===== config.mk =====
export PLATFORM = sky130hd
export DESIGN_NAME = code_mem_loader_flat
export DESIGN_NICKNAME = d
export VERILOG_FILES = /design/src/rtl/code_mem_loader_pkg.sv /design/src/rtl/code_mem_loader_if.sv /design/src/rtl/code_mem_loader.sv /design/src/flat_wrapper.sv
export SDC_FILE = /design/constraint.sdc
export NUM_CORES = 1
export LEC_CHECK = 0
export ABC_AREA = 0
export CAP_MARGIN = 20
export CORE_MARGIN = 8
export CORE_UTILIZATION = 58
export CTS_BUF_LIST = sky130_fd_sc_hd__clkbuf_4
export CTS_CLUSTER_SIZE = 40
export DETAILED_ROUTE_END_ITERATION = 10
export PLACE_DENSITY = 0.82
export SLEW_MARGIN = 20
export SYNTH_ARGS = -nofsm -noshare
export SYNTH_HDL_FRONTEND = slang
export SYNTH_SLANG_ARGS = --single-unit

===== constraint.sdc =====
create_clock -name clk -period 2.95 [get_ports clk]
set_clock_uncertainty 0.15 [all_clocks]
set_input_delay 0.295 -clock clk [delete_from_list [all_inputs] [get_ports clk]]
set_output_delay 0.295 -clock clk [all_outputs]
set_load 0.03 [all_outputs]

===== src/rtl/code_mem_loader_pkg.sv =====
// rtl/code_mem_loader_pkg.sv - shared FSM encoding and frame helpers for the code memory loader
package code_mem_loader_pkg;

  // Code words are always two frame bytes wide
  localparam int DATA_WIDTH = 16;

  // Frame walk: length (lo, hi), N words (lo, hi), checksum byte
  typedef enum logic [2:0] {
    S_IDLE    = 3'd0,
    S_LEN_LO  = 3'd1,
    S_LEN_HI  = 3'd2,
    S_DATA_LO = 3'd3,
    S_DATA_HI = 3'd4,
    S_CSUM    = 3'd5
  } state_e;

  // Frame is little-endian: the low byte of every 16-bit field arrives first
  function automatic logic [DATA_WIDTH-1:0] assemble_word(input logic [7:0] first_lo,
                                                          input logic [7:0] second_hi);
    return {second_hi, first_lo};
  endfunction

  // Running checksum is a plain modulo-256 sum of every frame byte
  function automatic logic [7:0] csum_add(input logic [7:0] acc, input logic [7:0] b);
    return acc + b;
  endfunction

endpackage


===== src/rtl/code_mem_loader_if.sv =====
// rtl/code_mem_loader_if.sv - byte stream, code memory write port and status bundle for the loader
interface code_mem_loader_if #(
  parameter int ADDR_WIDTH = 8
);
  import code_mem_loader_pkg::*;

  logic                  start;
  logic [7:0]            rx_data;
  logic                  rx_valid;
  logic                  rx_ready;
  logic [ADDR_WIDTH-1:0] mem_addr_w;
  logic [DATA_WIDTH-1:0] mem_data_in;
  logic                  mem_we;
  logic                  cpu_reset;
  logic                  busy;
  logic                  done;
  logic                  error;

  // Byte source / system controller side
  modport master (
    output start, rx_data, rx_valid,
    input  rx_ready, mem_addr_w, mem_data_in, mem_we, cpu_reset, busy, done, error
  );

  // Loader side
  modport slave (
    input  start, rx_data, rx_valid,
    output rx_ready, mem_addr_w, mem_data_in, mem_we, cpu_reset, busy, done, error
  );

endinterface


===== src/rtl/code_mem_loader.sv =====
// rtl/code_mem_loader.sv - framed byte-stream loader for CPU code memory with CPU reset sequencing
module code_mem_loader
  import code_mem_loader_pkg::*;
#(
  parameter int ADDR_WIDTH = 8
) (
  input  logic               clk,
  input  logic               reset,
  code_mem_loader_if.slave   bus
);

  // Word index is one bit wider than the address so a full 2^ADDR_WIDTH image does not wrap
  localparam int          KW        = ADDR_WIDTH + 1;
  localparam logic [16:0] MAX_WORDS = 17'(1) << ADDR_WIDTH;

  state_e                state_q, state_d;
  logic [7:0]            len_lo_q, len_lo_d;
  logic [KW-1:0]         words_q, words_d;
  logic [KW-1:0]         k_q, k_d;
  logic [7:0]            lo_q, lo_d;
  logic [7:0]            sum_q, sum_d;

  logic                  rx_ready_q, rx_ready_d;
  logic [ADDR_WIDTH-1:0] mem_addr_q, mem_addr_d;
  logic [DATA_WIDTH-1:0] mem_data_q, mem_data_d;
  logic                  mem_we_q, mem_we_d;
  logic                  cpu_reset_q, cpu_reset_d;
  logic                  busy_q, busy_d;
  logic                  done_q, done_d;
  logic                  error_q, error_d;

  logic                  accept;
  logic [15:0]           len_full;
  logic                  len_too_big;
  logic                  len_zero;
  logic [KW-1:0]         k_inc;
  logic                  last_word;
  logic [7:0]            sum_next;
  logic                  sum_ok;

  // rx_ready is registered from the next state, so it already tracks the state we are in
  assign accept      = bus.rx_valid & rx_ready_q;
  assign len_full    = {bus.rx_data, len_lo_q};
  assign len_too_big = {1'b0, len_full} > MAX_WORDS;
  assign len_zero    = (len_full == 16'd0);
  assign k_inc       = k_q + KW'(1);
  assign last_word   = (k_inc == words_q);
  assign sum_next    = csum_add(sum_q, bus.rx_data);
  assign sum_ok      = (sum_next == 8'h00);

  // State and frame datapath registers
  always_ff @(posedge clk or posedge reset) begin
    if (reset) begin
      state_q  <= S_IDLE;
      len_lo_q <= '0;
      words_q  <= '0;
      k_q      <= '0;
      lo_q     <= '0;
      sum_q    <= '0;
    end else begin
      state_q  <= state_d;
      len_lo_q <= len_lo_d;
      words_q  <= words_d;
      k_q      <= k_d;
      lo_q     <= lo_d;
      sum_q    <= sum_d;
    end
  end

  // Next-state and datapath update: one accepted byte advances the frame walk by one step
  always_comb begin
    state_d  = state_q;
    len_lo_d = len_lo_q;
    words_d  = words_q;
    k_d      = k_q;
    lo_d     = lo_q;
    sum_d    = sum_q;
    if (accept) begin
      sum_d = sum_next;
    end
    case (state_q)
      S_IDLE: begin
        if (bus.start) begin
          state_d = S_LEN_LO;
          sum_d   = '0;
        end
      end
      S_LEN_LO: begin
        if (accept) begin
          len_lo_d = bus.rx_data;
          state_d  = S_LEN_HI;
        end
      end
      S_LEN_HI: begin
        if (accept) begin
          k_d     = '0;
          words_d = len_full[KW-1:0];
          if (len_too_big) begin
            state_d = S_IDLE;
          end else if (len_zero) begin
            state_d = S_CSUM;
          end else begin
            state_d = S_DATA_LO;
          end
        end
      end
      S_DATA_LO: begin
        if (accept) begin
          lo_d    = bus.rx_data;
          state_d = S_DATA_HI;
        end
      end
      S_DATA_HI: begin
        if (accept) begin
          k_d     = k_inc;
          state_d = last_word ? S_CSUM : S_DATA_LO;
        end
      end
      S_CSUM: begin
        if (accept) begin
          state_d = S_IDLE;
        end
      end
      default: begin
        state_d = S_IDLE;
      end
    endcase
  end

  // Output next values: write pulse on each high byte, status flags on start / length / checksum
  always_comb begin
    rx_ready_d  = (state_d != S_IDLE);
    mem_we_d    = 1'b0;
    mem_addr_d  = mem_addr_q;
    mem_data_d  = mem_data_q;
    cpu_reset_d = cpu_reset_q;
    busy_d      = busy_q;
    done_d      = done_q;
    error_d     = error_q;
    case (state_q)
      S_IDLE: begin
        if (bus.start) begin
          busy_d      = 1'b1;
          cpu_reset_d = 1'b1;
          done_d      = 1'b0;
          error_d     = 1'b0;
        end
      end
      S_LEN_HI: begin
        if (accept && len_too_big) begin
          busy_d  = 1'b0;
          error_d = 1'b1;
        end
      end
      S_DATA_HI: begin
        if (accept) begin
          mem_we_d   = 1'b1;
          mem_addr_d = k_q[ADDR_WIDTH-1:0];
          mem_data_d = assemble_word(lo_q, bus.rx_data);
        end
      end
      S_CSUM: begin
        if (accept) begin
          busy_d = 1'b0;
          if (sum_ok) begin
            done_d      = 1'b1;
            cpu_reset_d = 1'b0;
          end else begin
            error_d = 1'b1;
          end
        end
      end
      default: begin
      end
    endcase
  end

  // Output registers; reset releases the CPU and clears all status
  always_ff @(posedge clk or posedge reset) begin
    if (reset) begin
      rx_ready_q  <= 1'b0;
      mem_addr_q  <= '0;
      mem_data_q  <= '0;
      mem_we_q    <= 1'b0;
      cpu_reset_q <= 1'b0;
      busy_q      <= 1'b0;
      done_q      <= 1'b0;
      error_q     <= 1'b0;
    end else begin
      rx_ready_q  <= rx_ready_d;
      mem_addr_q  <= mem_addr_d;
      mem_data_q  <= mem_data_d;
      mem_we_q    <= mem_we_d;
      cpu_reset_q <= cpu_reset_d;
      busy_q      <= busy_d;
      done_q      <= done_d;
      error_q     <= error_d;
    end
  end

  assign bus.rx_ready    = rx_ready_q;
  assign bus.mem_addr_w  = mem_addr_q;
  assign bus.mem_data_in = mem_data_q;
  assign bus.mem_we      = mem_we_q;
  assign bus.cpu_reset   = cpu_reset_q;
  assign bus.busy        = busy_q;
  assign bus.done        = done_q;
  assign bus.error       = error_q;

endmodule


===== src/flat_wrapper.sv =====
// flat-port wrapper written by rule: the top's interface ports become plain ports
module code_mem_loader_flat import code_mem_loader_pkg::*;
#(
  parameter int ADDR_WIDTH = 8
)
  (clk, reset, bus_start, bus_rx_data, bus_rx_valid, bus_rx_ready, bus_mem_addr_w, bus_mem_data_in, bus_mem_we, bus_cpu_reset, bus_busy, bus_done, bus_error);
  code_mem_loader_if #(.ADDR_WIDTH(ADDR_WIDTH)) bus_i ();
  input  logic clk;
  input  logic reset;
  input wire logic [$bits(bus_i.start)-1:0] bus_start;
  input wire logic [$bits(bus_i.rx_data)-1:0] bus_rx_data;
  input wire logic [$bits(bus_i.rx_valid)-1:0] bus_rx_valid;
  output wire logic [$bits(bus_i.rx_ready)-1:0] bus_rx_ready;
  output wire logic [$bits(bus_i.mem_addr_w)-1:0] bus_mem_addr_w;
  output wire logic [$bits(bus_i.mem_data_in)-1:0] bus_mem_data_in;
  output wire logic [$bits(bus_i.mem_we)-1:0] bus_mem_we;
  output wire logic [$bits(bus_i.cpu_reset)-1:0] bus_cpu_reset;
  output wire logic [$bits(bus_i.busy)-1:0] bus_busy;
  output wire logic [$bits(bus_i.done)-1:0] bus_done;
  output wire logic [$bits(bus_i.error)-1:0] bus_error;
  assign bus_i.start = bus_start;
  assign bus_i.rx_data = bus_rx_data;
  assign bus_i.rx_valid = bus_rx_valid;
  assign bus_rx_ready = bus_i.rx_ready;
  assign bus_mem_addr_w = bus_i.mem_addr_w;
  assign bus_mem_data_in = bus_i.mem_data_in;
  assign bus_mem_we = bus_i.mem_we;
  assign bus_cpu_reset = bus_i.cpu_reset;
  assign bus_busy = bus_i.busy;
  assign bus_done = bus_i.done;
  assign bus_error = bus_i.error;
  code_mem_loader #(.ADDR_WIDTH(ADDR_WIDTH)) u_core (.clk(clk), .reset(reset), .bus(bus_i));
endmodule

==> results.md, run 1 <==
Clock network:
- No sink is reached through more buffers than the 2 on the longest clock path.
- The total of hold buffers inserted after clock tree synthesis is 1.
- Clock tree synthesis selected as its root buffer the cell sky130_fd_sc_hd__clkbuf_4.
- The setup fix buffers added after clock tree synthesis is 0.
- The number of gates given a new drive strength after cts is 0.
- CTS built an H-tree with a depth of 3.
- Clock-pin slew was measured on the worst setup and hold paths at 110 ps.
- In this run, CTS created clock tree buffers numbering 9.
- The CTS tree is yes.
- For the worst-skew pair, the clock arrives at the later sink with an insertion delay of 410 ps.
- Clock tree synthesis found a total of 75 sinks.

Floorplanning:
- The placeable core region is 6240 um2.
- The initialized floorplan defines 29 standard-cell rows.
- The die area is 9170 um2.
- Once the floorplan was initialized, standard cells occupied 59.1% of the core.
- The die extent in x is 95.7 um.
- The vertical extent of the die is 95.7 um.
- The I/O pin count is 42.

Critical path:
- The worst setup path is captured at a flop.
- Data on the critical path arrives at its endpoint at 2610 ps.
- The worst path required time is 3120 ps.
- The length in cells of the worst reg-to-reg path is 8.
- In this run the critical register-to-register path is launched from u_core.sum_q[0].
- The worst register-to-register path ends at u_core.bus.error.
- STA classifies the critical path startpoint as a flop.
- Of all nets on the critical path, the largest fanout is 3.
- The startpoint-to-endpoint class of the critical path is flop to flop.
- The flop-to-flop setup slack is 510 ps.

Synthesis:
- Summing every instance area after synthesis gives 3690 um2.
- After synthesis the netlist holds a flip-flop and latch count of 75.
- The gate count after technology mapping is 375.
- Of all flip-flops after synthesis, the portion carrying an async set or reset was 100%.
- The synthesized netlist devotes 3.26% of its cell area to adder and majority cells.
- The synthesized-area fraction occupied by xor and xnor cells is 5.12%.
- After synthesis, the largest family of logic cells by area is simple AND/OR/NAND/NOR gates.
- After synthesis, flip-flops and latches occupy 50.9% of the total area.
- The synthesized netlist devotes 10.1% of its cell area to compound gates.
- Yosys printed 0 warnings.
- The multiplexer share of the synthesized area is 7.90%.
- Of the total synthesized cell area, the portion taken by AND, OR, NAND and NOR gates is 20.1%.
- The synthesized netlist contains 50 unique library cells.
- For this run, the leading register cell type out of synthesis is sky130_fd_sc_hd__dfrtp_1.
- The net count after synthesis is 396.
- The mean post-synth cell area is 9.84 um2.
- Yosys mapped a number of flops with a built-in enable equal to 0.

Job:
- The number of maximum-capacitance constraint violations is 0.

Timing:
- Setup repair after global routing left no endpoint under its margin.
- Timing would allow up to 410 MHz.
- The period utilization is 82.7%.
- Summed over all failing endpoints, the final setup total negative slack is 0 ps.
- The remaining max-slew budget at the tightest pin is 60.3%.
- The final count of hold timing violations is 0.
- The final count of pins violating max slew came to 0.
- Setup violations remaining at the end of the flow were counted as 0.
- The final critical path time including I/O delays and setup is 2440 ps.
- For the pin with the worst max-slew slack, the measured transition is 594 ps.

Cells and area:
- The area added between synthesis and finish is 19.4%.
- 0 antenna diodes ended up in the layout.
- At the end of the flow the core is filled with cells to 70.5%.
- Leaving out fill and tap cells, the most frequent cells in the layout are sky130_fd_sc_hd__nand2_1 (98), sky130_fd_sc_hd__dfrtp_1 (75), sky130_fd_sc_hd__clkdlybuf4s50_1 (41).
- The number of nets in the final layout is 448.
- The finished layout holds 508 standard cells, fillers aside.
- Of the cells placed in the final design, the portion with a size suffix greater than 1 is 14.4%.
- The commonest non-fill, non-tap cell in the layout is sky130_fd_sc_hd__nand2_1.

GRT:
- The final global-route overflow total is 0.
- In the global route stage, overall resource usage came out at 19.1%.
- The initial antenna violation count is 0.
- The via count of the first global-routing pass came to 2,825.
- Entering global routing, the biggest net connects 69 pins.
- The first global-routing pass estimated 13,600 um of wire.

Route:
- Dividing the detail-routed via count by the number of cells gives 5.62.
- The pre-antenna-repair detailed-routing pass consisted of 4 iterations.
- The number of nets with antenna violations after routing is 0.
- In the routed design, unresolved DRC markers number 0.
- Summing over every cut layer, the via total after detailed routing is 2,854.
- The number of DRC markers after the initial detailed-route iteration is 185.
- The per-cell routed wire length is 16.4 um.
- Summed over all layers, the routed wires come to 8330 um.

Place:
- The number of instances in the placed design is 492.
- At the end of routability-driven placement, the weighted congestion stood at 0.839.
- The number of buffers inserted by port buffering is 41.
- The placed wire-length estimate after detailed placement is 6080 um.

Status:
- The flow ran to the end, and the final reports show no timing, DRC or antenna violations.

Worst hold path:
- The instance count along the most critical hold path is 2.
- The worst min-delay path class is flop to flop.
- The worst hold path startpoint is u_core.lo_q[3].
- The worst min-delay path endpoint is u_core.bus.mem_data_in[3].

Power:
- Summed over all cells, the static leakage comes to 2.02 nW.
- The peak supply drop is 0.000637 V.
- Dividing total power by cell area gives a power density of 956 nW/um2.
layer usage:
layer | up-vias | share of wire (%) | global-route usage (%)
li1 | 1381 | - | -
met1 | 1396 | 43 | 22.4
met2 | 59 | 51 | 33.1
met3 | 18 | 3.4 | 3.67
met4 | 0 | 2.8 | 9.22
met5 | - | 0 | 0
cell type report:
cell class | count | area (um2)
inverters | 6 | 22.5
fillers | 481 | 1840
multi-input cells | 278 | 1710
clock inverters | 6 | 81.3
flip-flops and latches | 75 | 1880
well taps | 77 | 96.3
clock buffers | 9 | 67.6
repair buffers | 57 | 546
power by group:
| part | leakage [nW] | switching (W) | total [W] | internal, W |
|---|---|---|---|---|
| logic | 0.988 | 0.000962 | 0.00182 | 0.000855 |
| clock network | 0.0808 | 0.000349 | 0.000683 | 0.000334 |
| registers | 0.954 | 0.000306 | 0.00171 | 0.00140 |
worst max-delay path, stage by stage, from the launching register on:
cell and delay, ps:
sky130_fd_sc_hd__dfrtp_1 420, sky130_fd_sc_hd__ha_1 230, sky130_fd_sc_hd__fa_1 420, sky130_fd_sc_hd__a211oi_2 320, sky130_fd_sc_hd__nor2_1 100, sky130_fd_sc_hd__xnor2_1 140, sky130_fd_sc_hd__and4b_1 200, sky130_fd_sc_hd__and3b_1 170
sky130_fd_sc_hd__o31ai_2 210
logic make-up after synthesis:
family / Yosys count
muxes: 26
AOI/OAI and AO/OA: 58
DFF: 75
xor gates and xnor gates: 20
adders and majority gates: 9
buffers and inverters: 22
and+or+nand+nor: 165
through the flow:
stage / setup WS (ps) / instance area, um2 / hold slack [ps] / total power [W]
after floorplan: 595 / 3690 / 250 / 0.00296
after global placement: 178 / 4240 / 297 / 0.00348
after detailed placement: 140 / 4240 / 306 / 0.00355
after CTS: 504 / 4400 / 332 / 0.00423
after global routing: 366 / 4400 / 352 / 0.00447
final: 510 / 4400 / 331 / 0.00421
cell usage after synthesis, types with 2 or more instances:
cell type | n | share of area (%)
sky130_fd_sc_hd__xor2_1 | 7 | 1.7
sky130_fd_sc_hd__buf_2 | 10 | 1.4
sky130_fd_sc_hd__o31ai_1 | 2 | 0.41
sky130_fd_sc_hd__clkbuf_1 | 5 | 0.51
sky130_fd_sc_hd__and3b_1 | 2 | 0.47
sky130_fd_sc_hd__nand2b_1 | 3 | 0.51
sky130_fd_sc_hd__nand3_1 | 6 | 0.81
sky130_fd_sc_hd__o2111ai_1 | 2 | 0.47
sky130_fd_sc_hd__a211oi_1 | 3 | 0.61
sky130_fd_sc_hd__a21oi_1 | 17 | 2.3
sky130_fd_sc_hd__o21ai_0 | 20 | 2.7
sky130_fd_sc_hd__nor2_1 | 26 | 2.6
sky130_fd_sc_hd__nand2_1 | 98 | 10
sky130_fd_sc_hd__mux2_2 | 25 | 7.6
sky130_fd_sc_hd__and3_1 | 3 | 0.51
sky130_fd_sc_hd__xnor2_1 | 12 | 2.8
sky130_fd_sc_hd__nor4_1 | 5 | 0.85
sky130_fd_sc_hd__o21a_1 | 2 | 0.41
sky130_fd_sc_hd__ha_1 | 8 | 2.7
sky130_fd_sc_hd__inv_1 | 5 | 0.51
sky130_fd_sc_hd__dfrtp_1 | 75 | 51
sky130_fd_sc_hd__or3_1 | 3 | 0.51
sky130_fd_sc_hd__nand4_1 | 2 | 0.34
sky130_fd_sc_hd__a21o_1 | 3 | 0.61
sky130_fd_sc_hd__nor3_1 | 6 | 0.81
flip-flops by register name, indices dropped and copies added, names as in the netlist:
signal                  flops
u_core.bus.busy             1
u_core.bus.cpu_reset        1
u_core.bus.done             1
u_core.bus.error            1
u_core.bus.mem_addr_w       8
u_core.bus.mem_data_in     16
u_core.bus.mem_we           1
u_core.bus.rx_ready         1
u_core.k_q                  9
u_core.len_lo_q             8
u_core.lo_q                 8
u_core.state_q              3
u_core.sum_q                8
u_core.words_q              9
worst max-delay path by stage:
stage / from / endpoint / slack (ps) / cells past startpoint
finish: u_core.sum_q[0] / u_core.bus.error / 510 / 8
floorplan: reset / u_core.bus.busy / 600 / 1
CTS: u_core.sum_q[0] / u_core.bus.error / 500 / 8
global route: u_core.sum_q[0] / u_core.bus.error / 370 / 8
global placement: bus_rx_data[0] / u_core.bus.error / 180 / 9
detailed placement: bus_rx_data[0] / u_core.bus.error / 140 / 9
Note: power is estimated with default switching activity, not from simulation.
==> run 2, diff against run 1 <==
- CORE_UTILIZATION: 58 -> 52
- PLACE_DENSITY: 0.82 -> 0.78
- clock period: 2.95 -> 2.1 ns (I/O delays scaled with it)
==> run 2 against run 1 <==
Against the previous run: the run now ends with setup timing left; first-iteration DRC count fell by 49%; sequential power grew 36%; global-route usage fell by 0.83 points; register-to-register slack got worse by 670 ps; maximum frequency increased by 8.0%; total power rose by 51%; utilization down 0.35 points; sequential cell count did not move; critical path depth unchanged; setup slack got worse by 670 ps; critical endpoint unchanged; largest power group unchanged; highest routed layer unchanged.
==> results.md, run 2 (same netlist as run 1, synthesis figures left out) <==
Status:
- Result of the run: finished with violations (was completed).
- The checks that failed: setup timing.

Route:
- The number of nets with antenna violations after routing is 0 (unchanged).
- The number of DRC markers after the initial detailed-route iteration is 95 (was 185).
- The first-pass iteration count of the detailed router is 4 (unchanged).
- The routed wire length is 8750 um (was 8330 um).
- The total vias in the final route is 3,041 (was 2,854).
- The per-cell routed wire length is 15.5 um (was 16.4 um).
- The detail-routed via count per cell was 5.40 (was 5.62).
- The remaining routing DRC violations is 0 (unchanged).

Cells and area:
- Commonest cells after routing, fill and taps aside: sky130_fd_sc_hd__nand2_1 (98), sky130_fd_sc_hd__dfrtp_1 (75), sky130_fd_sc_hd__buf_4 (46) (was sky130_fd_sc_hd__nand2_1 (98), sky130_fd_sc_hd__dfrtp_1 (75), sky130_fd_sc_hd__clkdlybuf4s50_1 (41)).
- The antenna cell count is 0 (unchanged).
- The end-of-flow core utilization is 70.2% (was 70.5%).
- The commonest non-fill, non-tap cell in the layout is sky130_fd_sc_hd__nand2_1 (unchanged).
- The multi-input combinational cell area is 1790 um2 (was 1710 um2).
- The number of nets in the final layout is 483 (was 448).
- The flip-flop count of the largest register after layout is 16 (unchanged).
- The area added between synthesis and finish is 30.0% (was 19.4%).
- The proportion of layout cells with a drive suffix above 1 is 23.6% (was 14.4%).
- The number of fill cells in the layout came to 534 (was 481).
- The flip-flop and latch area is 1880 um2 (unchanged).

Critical path:
- The critical path launch point type is a flop (unchanged).
- The data arrival time at the worst-slack endpoint is 2430 ps (was 2610 ps).
- The startpoint-to-endpoint class of the critical path was flop to flop (unchanged).
- The capturing element type of the critical path is a flop (unchanged).
- The length in cells of the worst reg-to-reg path is 8 (unchanged).
- The largest fanout on the critical path is 3 (unchanged).
- The launch point of the worst reg-to-reg path was u_core.sum_q[0] (unchanged).
- The flop-to-flop setup slack was -160 ps (was 510 ps).
- The worst path required time is 2280 ps (was 3120 ps).
- The worst flop-to-flop path endpoint is u_core.bus.error (unchanged).

Timing:
- The remaining max-slew budget at the tightest pin came to 61.6% (was 60.3%).
- The final setup violation count came to 4 (was 0).
- The post-layout worst setup margin is -159 ps (was 510 ps).
- The transition time of the tightest slew-check pin came to 573 ps (was 594 ps).
- The period utilization is 108% (was 82.7%).
- The maximum clock frequency came to 443 MHz (was 410 MHz).
- Setup repair after global routing missed its margin: true (was false).
- The final critical path time including I/O delays and setup was 2260 ps (was 2440 ps).
- The final count of pins violating max slew is 0 (unchanged).
- The worst hold slack across all endpoints is 332 ps (was 331 ps).
- The final-layout setup total negative slack came to -445 ps (was 0 ps).
- The final count of hold timing violations is 0 (unchanged).

Power:
- The proportion of power drawn by flip-flops and latches is 36.6% (was 40.6%).
- The cell-internal power is 0.00393 W (was 0.00259 W).
- The peak supply drop came to 0.000812 V (was 0.000637 V).
- The ratio of total power to cell area is 1330 nW/um2 (was 956 nW/um2).
- The static leakage is 2.19 nW (was 2.02 nW).
- The combinational share of power is 49.1% (was 43.2%).
- The switching fraction of total power is 38.3% (was 38.4%).
- The switching component of the power came to 0.00244 W (was 0.00162 W).
- The proportion of power drawn by the clock network is 14.4% (was 16.2%).

Worst hold path:
- The instance count along the most critical hold path is 2 (unchanged).
- The worst hold path startpoint is u_core.lo_q[1] (was u_core.lo_q[3]).
- The worst min-delay path endpoint is u_core.bus.mem_data_in[1] (was u_core.bus.mem_data_in[3]).
- The worst min-delay path class was flop to flop (unchanged).

Place:
- The final weighted congestion in routability-driven placement is 0.950 (was 0.839).
- The placed wire-length estimate after detailed placement was 6400 um (was 6080 um).
- The number of buffers inserted by port buffering came to 41 (unchanged).
- The pre-CTS setup slack came to -484 ps (was 140 ps).

GRT:
- The via count of the first global-routing pass was 3,096 (was 2,825).
- The initial antenna violation count is 0 (unchanged).
- The combined global-route utilization of all metal layers came to 18.3% (was 19.1%).
- The pin count of the biggest net entering global routing was 32 (was 69).
- The wire length of the first global-routing pass was 14,800 um (was 13,600 um).
- The final global-route overflow total came to 0 (unchanged).

Clock network:
- The clock insertion delay at the later pin of the skew report is 410 ps (about the same).
- The total number of H-tree levels is 3 (unchanged).
- The CTS tree is yes (unchanged).
- The clock transition at the registers of the reported paths is 130 ps (was 110 ps).
- The cell chosen for the clock root is sky130_fd_sc_hd__clkbuf_4 (unchanged).
- The largest buffer count on any clock path was 2 (unchanged).
- The number of clock buffers inserted by TritonCTS is 9 (unchanged).
- The count of clock tree sinks is 75 (unchanged).

Floorplanning:
- The die area is 10,000 um2 (was 9170 um2).
- The effective utilization at floorplan is 54.0% (was 59.1%).
- The die extent in x was 100 um (was 95.7 um).
- The vertical extent of the die came to 100 um (was 95.7 um).
- The placeable core region is 6830 um2 (was 6240 um2).
- The I/O pin count is 42 (unchanged).
- The count of standard-cell rows is 30 (was 29).

Job:
- The number of maximum-capacitance constraint violations is 0 (unchanged).
## run 2: cell types whose count changed in the layout (fill, tap and decap cells not counted), moves of 2 or more
cell                         before  now
sky130_fd_sc_hd__o21ai_0         20   17
sky130_fd_sc_hd__buf_4           14   46
sky130_fd_sc_hd__buf_12           1    4
sky130_fd_sc_hd__ha_1             8    3
sky130_fd_sc_hd__clkinvlp_4       0    2
sky130_fd_sc_hd__ha_2             0    2
sky130_fd_sc_hd__clkinv_1         2    0
sky130_fd_sc_hd__o21ai_1          0    3
sky130_fd_sc_hd__ha_4             0    3
## run 2: worst max path at each step
stage / end / from / slack (ps) / cells past startpoint
global route: u_core.bus.error / u_core.sum_q[0] / -270 / 8
finish: u_core.bus.error / u_core.sum_q[0] / -160 / 8
global placement: u_core.bus.error / bus_rx_data[0] / -430 / 9
CTS: u_core.bus.error / u_core.sum_q[0] / -140 / 8
detailed placement: u_core.bus.error / bus_rx_data[0] / -480 / 9
floorplan: u_core.bus.error / u_core.sum_q[0] / -2 / 8
## run 2: area by class of cell
class,instances,share of cell area (%)
Clock buffer,10,1.57
Clock inverter,6,1.36
Inverter,6,0.548
Multi-Input combinational cell,278,37.3
Sequential cell,75,39.1
Tap cell,96,2.50
Timing Repair Buffer,92,17.6
## run 2: power groups by stage
stage          Clock (W)  Combinational, W  Sequential [W]
5_1_grt         0.000992           0.00340         0.00239
3_3_place_gp           0           0.00286         0.00232
3_5_place_dp           0           0.00295         0.00235
2_1_floorplan          0           0.00158         0.00258
4_1_cts         0.000928           0.00300         0.00232
6_report        0.000915           0.00313         0.00233
## run 2: routing by layer
layer	GRT usage [%]	up-vias	share of wire [%]
li1	-	1454	-
met1	21.1	1513	43
met2	32.5	58	51
met3	3.53	16	3.9
met4	7.21	0	2.0
met5	0	-	0
## run 2: stage by stage
step | instance area (um2) | std cells | total power (W)
6_report | 4800 | 563 | 0.00637
5_1_grt | 4800 | 563 | 0.00679
4_1_cts | 4710 | 561 | 0.00625
3_5_place_dp | 4550 | 543 | 0.00530
3_3_place_gp | 4550 | 543 | 0.00517
2_1_floorplan | 3700 | 375 | 0.00416
## run 2: worst max-delay path: stages, from the launching register on
cell,delay (ps)
sky130_fd_sc_hd__dfrtp_1,410
sky130_fd_sc_hd__ha_2,200
sky130_fd_sc_hd__fa_2,370
sky130_fd_sc_hd__a211oi_4,260
sky130_fd_sc_hd__nor2_1,80
sky130_fd_sc_hd__xnor2_1,140
sky130_fd_sc_hd__and4b_1,190
sky130_fd_sc_hd__and3b_1,170
sky130_fd_sc_hd__o31ai_2,210
## run 2: timing repair
item	4_1_cts	5_1_grt
gates resized for setup	2	11
setup endpoints to repair	4	9
hold buffers	1	0
hold endpoints to repair	10	0
buffers inserted	1	2
pin swaps	0	2
==> run 3, diff against run 2 <==
- GPL_TIMING_DRIVEN: default -> 0
==> run 3 against run 2 <==
Against the previous run: the flow still finishes with violations (setup timing); hold slack worse by 130 ps; first-iteration DRC count up 48%; critical path depth unchanged; final cell count down 4.8%; die area unchanged; via count down 5.7%; sequential share of layout area up 2.2 points; register-to-register slack worse by 30 ps; utilization down 3.6 points; maximum frequency down 1.9%; setup slack worse by 44 ps; highest routed layer unchanged.
==> results.md, run 3 (same netlist as run 1, synthesis figures left out) <==
GRT:
- The pin count of the biggest net entering global routing is 34 (was 32).
- The final global-route overflow total came to 0 (unchanged).
- The initial antenna violation count was 0 (unchanged).
- The wire length of the first global-routing pass is 13,700 um (was 14,800 um).
- The combined global-route utilization of all metal layers came to 17.1% (was 18.3%).
- The via count of the first global-routing pass is 2,834 (was 3,096).

Critical path:
- The capturing element type of the critical path is a flop (unchanged).
- The data arrival time at the worst-slack endpoint is 2470 ps (was 2430 ps).
- The combined buffer and inverter count along the critical path is 1 (was 0).
- The master of the slowest instance on the critical path is sky130_fd_sc_hd__clkdlybuf4s50_1 (was sky130_fd_sc_hd__dfrtp_1).
- The startpoint-to-endpoint class of the critical path is input port to flop (was flop to flop).
- Crit path cell chain: clkdlybuf4s50_1 -> ha_1 -> o21ai_0 -> or4b_4 -> o2111ai_2 -> nor2_2 -> and3b_1 -> o31ai_2 (was ha_2 -> fa_2 -> a211oi_4 -> nor2_1 -> xnor2_1 -> and4b_1 -> and3b_1 -> o31ai_2).
- The critical path launch point type is an input port (was flop).
- The longest individual stage delay on the worst path is 530 ps (was 410 ps).
- The kind of cell with the highest combined delay on the critical path is simple AND/OR/NAND/NOR gates (was adder cells).
- The largest fanout on the critical path is 6 (was 3).
- The worst path required time came to 2270 ps (was 2280 ps).

Floorplanning:
- The I/O pin count is 42 (unchanged).
- The placeable core region came to 6830 um2 (unchanged).
- The die extent in x is 100 um (unchanged).
- The die area came to 10,000 um2 (unchanged).
- The effective utilization at floorplan is 54.0% (unchanged).
- The count of standard-cell rows is 30 (unchanged).
- The vertical extent of the die came to 100 um (unchanged).

Cells and area:
- The number of nets in the final layout is 457 (was 483).
- The number of fill cells in the layout is 538 (was 534).
- The finished layout cell area is 4550 um2 (was 4800 um2).
- The antenna cell count came to 0 (unchanged).
- Commonest cells after routing, fill and taps aside: sky130_fd_sc_hd__nand2_1 (98), sky130_fd_sc_hd__dfrtp_1 (74), sky130_fd_sc_hd__clkdlybuf4s50_1 (40) (was sky130_fd_sc_hd__nand2_1 (98), sky130_fd_sc_hd__dfrtp_1 (75), sky130_fd_sc_hd__buf_4 (46)).
- The commonest non-fill, non-tap cell in the layout is sky130_fd_sc_hd__nand2_1 (unchanged).
- The end-of-flow core utilization is 66.6% (was 70.2%).
- The proportion of layout cells with a drive suffix above 1 came to 19.3% (was 23.6%).
- The area added between synthesis and finish came to 23.3% (was 30.0%).
- The flip-flop count of the largest register after layout came to 16 (unchanged).

Timing:
- The maximum clock frequency was 434 MHz (was 443 MHz).
- The remaining max-slew budget at the tightest pin is 66.2% (was 61.6%).
- The period utilization is 110% (was 108%).
- The final critical path time including I/O delays and setup was 2300 ps (was 2260 ps).
- The worst hold slack across all endpoints is 199 ps (was 332 ps).
- The post-layout worst setup margin is -203 ps (was -159 ps).
- The transition time of the tightest slew-check pin came to 507 ps (was 573 ps).
- The final setup violation count is 3 (was 4).
- The final count of hold timing violations is 0 (unchanged).
- The final count of pins violating max slew is 0 (unchanged).
- Setup repair after global routing missed its margin: true (unchanged).

Power:
- The combinational share of power came to 46.7% (was 49.1%).
- The cell-internal power is 0.00365 W (was 0.00393 W).
- The static leakage is 2.05 nW (was 2.19 nW).
- The ratio of total power to cell area was 1310 nW/um2 (was 1330 nW/um2).
- The switching fraction of total power is 38.6% (was 38.3%).
- The peak supply drop is 0.000839 V (was 0.000812 V).
- The power consumption is 0.00595 W (was 0.00637 W).
- The switching component of the power is 0.00230 W (was 0.00244 W).
- The proportion of power drawn by flip-flops and latches is 38.9% (was 36.6%).
- The proportion of power drawn by the clock network is 14.4% (about the same).

Clock network:
- The cell chosen for the clock root is sky130_fd_sc_hd__clkbuf_4 (unchanged).
- The total number of H-tree levels was 3 (unchanged).
- The clock transition at the registers of the reported paths came to 110 ps (was 130 ps).
- The count of clock tree sinks is 75 (unchanged).
- The clock insertion delay at the later pin of the skew report was 420 ps (was 410 ps).
- The number of clock buffers inserted by TritonCTS is 9 (unchanged).
- The CTS tree was yes (unchanged).
- The largest buffer count on any clock path is 2 (unchanged).

Route:
- The first-pass iteration count of the detailed router is 4 (unchanged).
- The routed wire length is 8100 um (was 8750 um).
- The remaining routing DRC violations is 0 (unchanged).
- The per-cell routed wire length is 15.1 um (was 15.5 um).
- The number of DRC markers after the initial detailed-route iteration was 141 (was 95).
- The number of nets with antenna violations after routing is 0 (unchanged).
- The sum of routed wire segments on met1 is 3550 um (was 3740 um).
- The total vias in the final route was 2,869 (was 3,041).
- The top routing layer in use is met4 (unchanged).
- The total met3 wirelength after detailed routing is 380 um (was 342 um).
- The routed length on met2 is 4040 um (was 4490 um).
- The detail-routed via count per cell is 5.35 (was 5.40).

Status:
- Failing checks: setup timing (unchanged).
- Result of the run: finished with violations (unchanged).

Place:
- The number of buffers inserted by port buffering came to 41 (unchanged).
- The final weighted congestion in routability-driven placement is 0.858 (was 0.950).
- The placed wire-length estimate after detailed placement was 5960 um (was 6400 um).
- The post-place instance area came to 4270 um2 (was 4550 um2).

Worst hold path:
- The worst min-delay path class is input port to flop (was flop to flop).

Job:
- The number of maximum-capacitance constraint violations was 0 (unchanged).
[run 3: layer usage]
metal  track usage (%)  vias up
li1                  -     1405
met1              21.3     1393
met2              27.7       60
met3              3.18       11
met4              8.14        0
met5                 0        -
[run 3: stage by stage]
step	worst slack [ps]	std cells	setup TNS, ps
after global routing	-294	536	-835
after CTS	-188	532	-495
after floorplan	-2.46	375	-2.46
after global placement	-835	512	-10540
after detailed placement	-840	514	-11040
final	-203	536	-461
[run 3: worst register-to-register path, stage by stage (launching register included)]
cell                        delay (ps)
sky130_fd_sc_hd__dfrtp_1           400
sky130_fd_sc_hd__ha_1              380
sky130_fd_sc_hd__o21ai_0           160
sky130_fd_sc_hd__or4b_4            520
sky130_fd_sc_hd__o2111ai_2         130
sky130_fd_sc_hd__nor2_2             80
sky130_fd_sc_hd__and3b_1           190
sky130_fd_sc_hd__o31ai_2           200
[run 3: layout make-up]
cell class                 instances  area [um2]  area share, %
timing repair buffer              50         504           11.1
clock buffer                      10        75.1           1.65
sequential                        75        1880           41.3
multi-input combinational        278        1810           39.7
inverter                           6        26.3          0.578
buffer                            16        83.8           1.84
tap                               96         120           2.64
clock inverter                     5        55.1           1.21
[run 3: final timing paths]
kind	slack [ps]	depth (start not counted)	startpoint	to
min in group asynchronous	510	3	reset	u_core.k_q[5]
max in group asynchronous	590	5	reset	u_core.state_q[0]
max	-200	8	bus_rx_data[4]	u_core.bus.error
min reg2reg	330	2	u_core.bus.mem_addr_w[1]	u_core.bus.mem_addr_w[1]
min	200	3	bus_rx_data[0]	u_core.bus.mem_data_in[8]
max reg2reg	-190	7	u_core.sum_q[4]	u_core.bus.error
[run 3: what timing repair did]
action,in CTS,in global routing
hold buffers,1,0
endpoints found under the setup margin,9,40
setup buffers,2,4
resized for setup,7,22
hold endpoints to repair,15,0
pin swaps,0,1
[run 3: power groups by stage]
stage | clock network [W] | logic (W) | registers, W
global placement | 0 | 0.00252 | 0.00231
finish | 0.000856 | 0.00278 | 0.00232
detailed placement | 0 | 0.00260 | 0.00234
CTS | 0.000880 | 0.00267 | 0.00231
global route | 0.000947 | 0.00304 | 0.00238
floorplan | 0 | 0.00158 | 0.00258
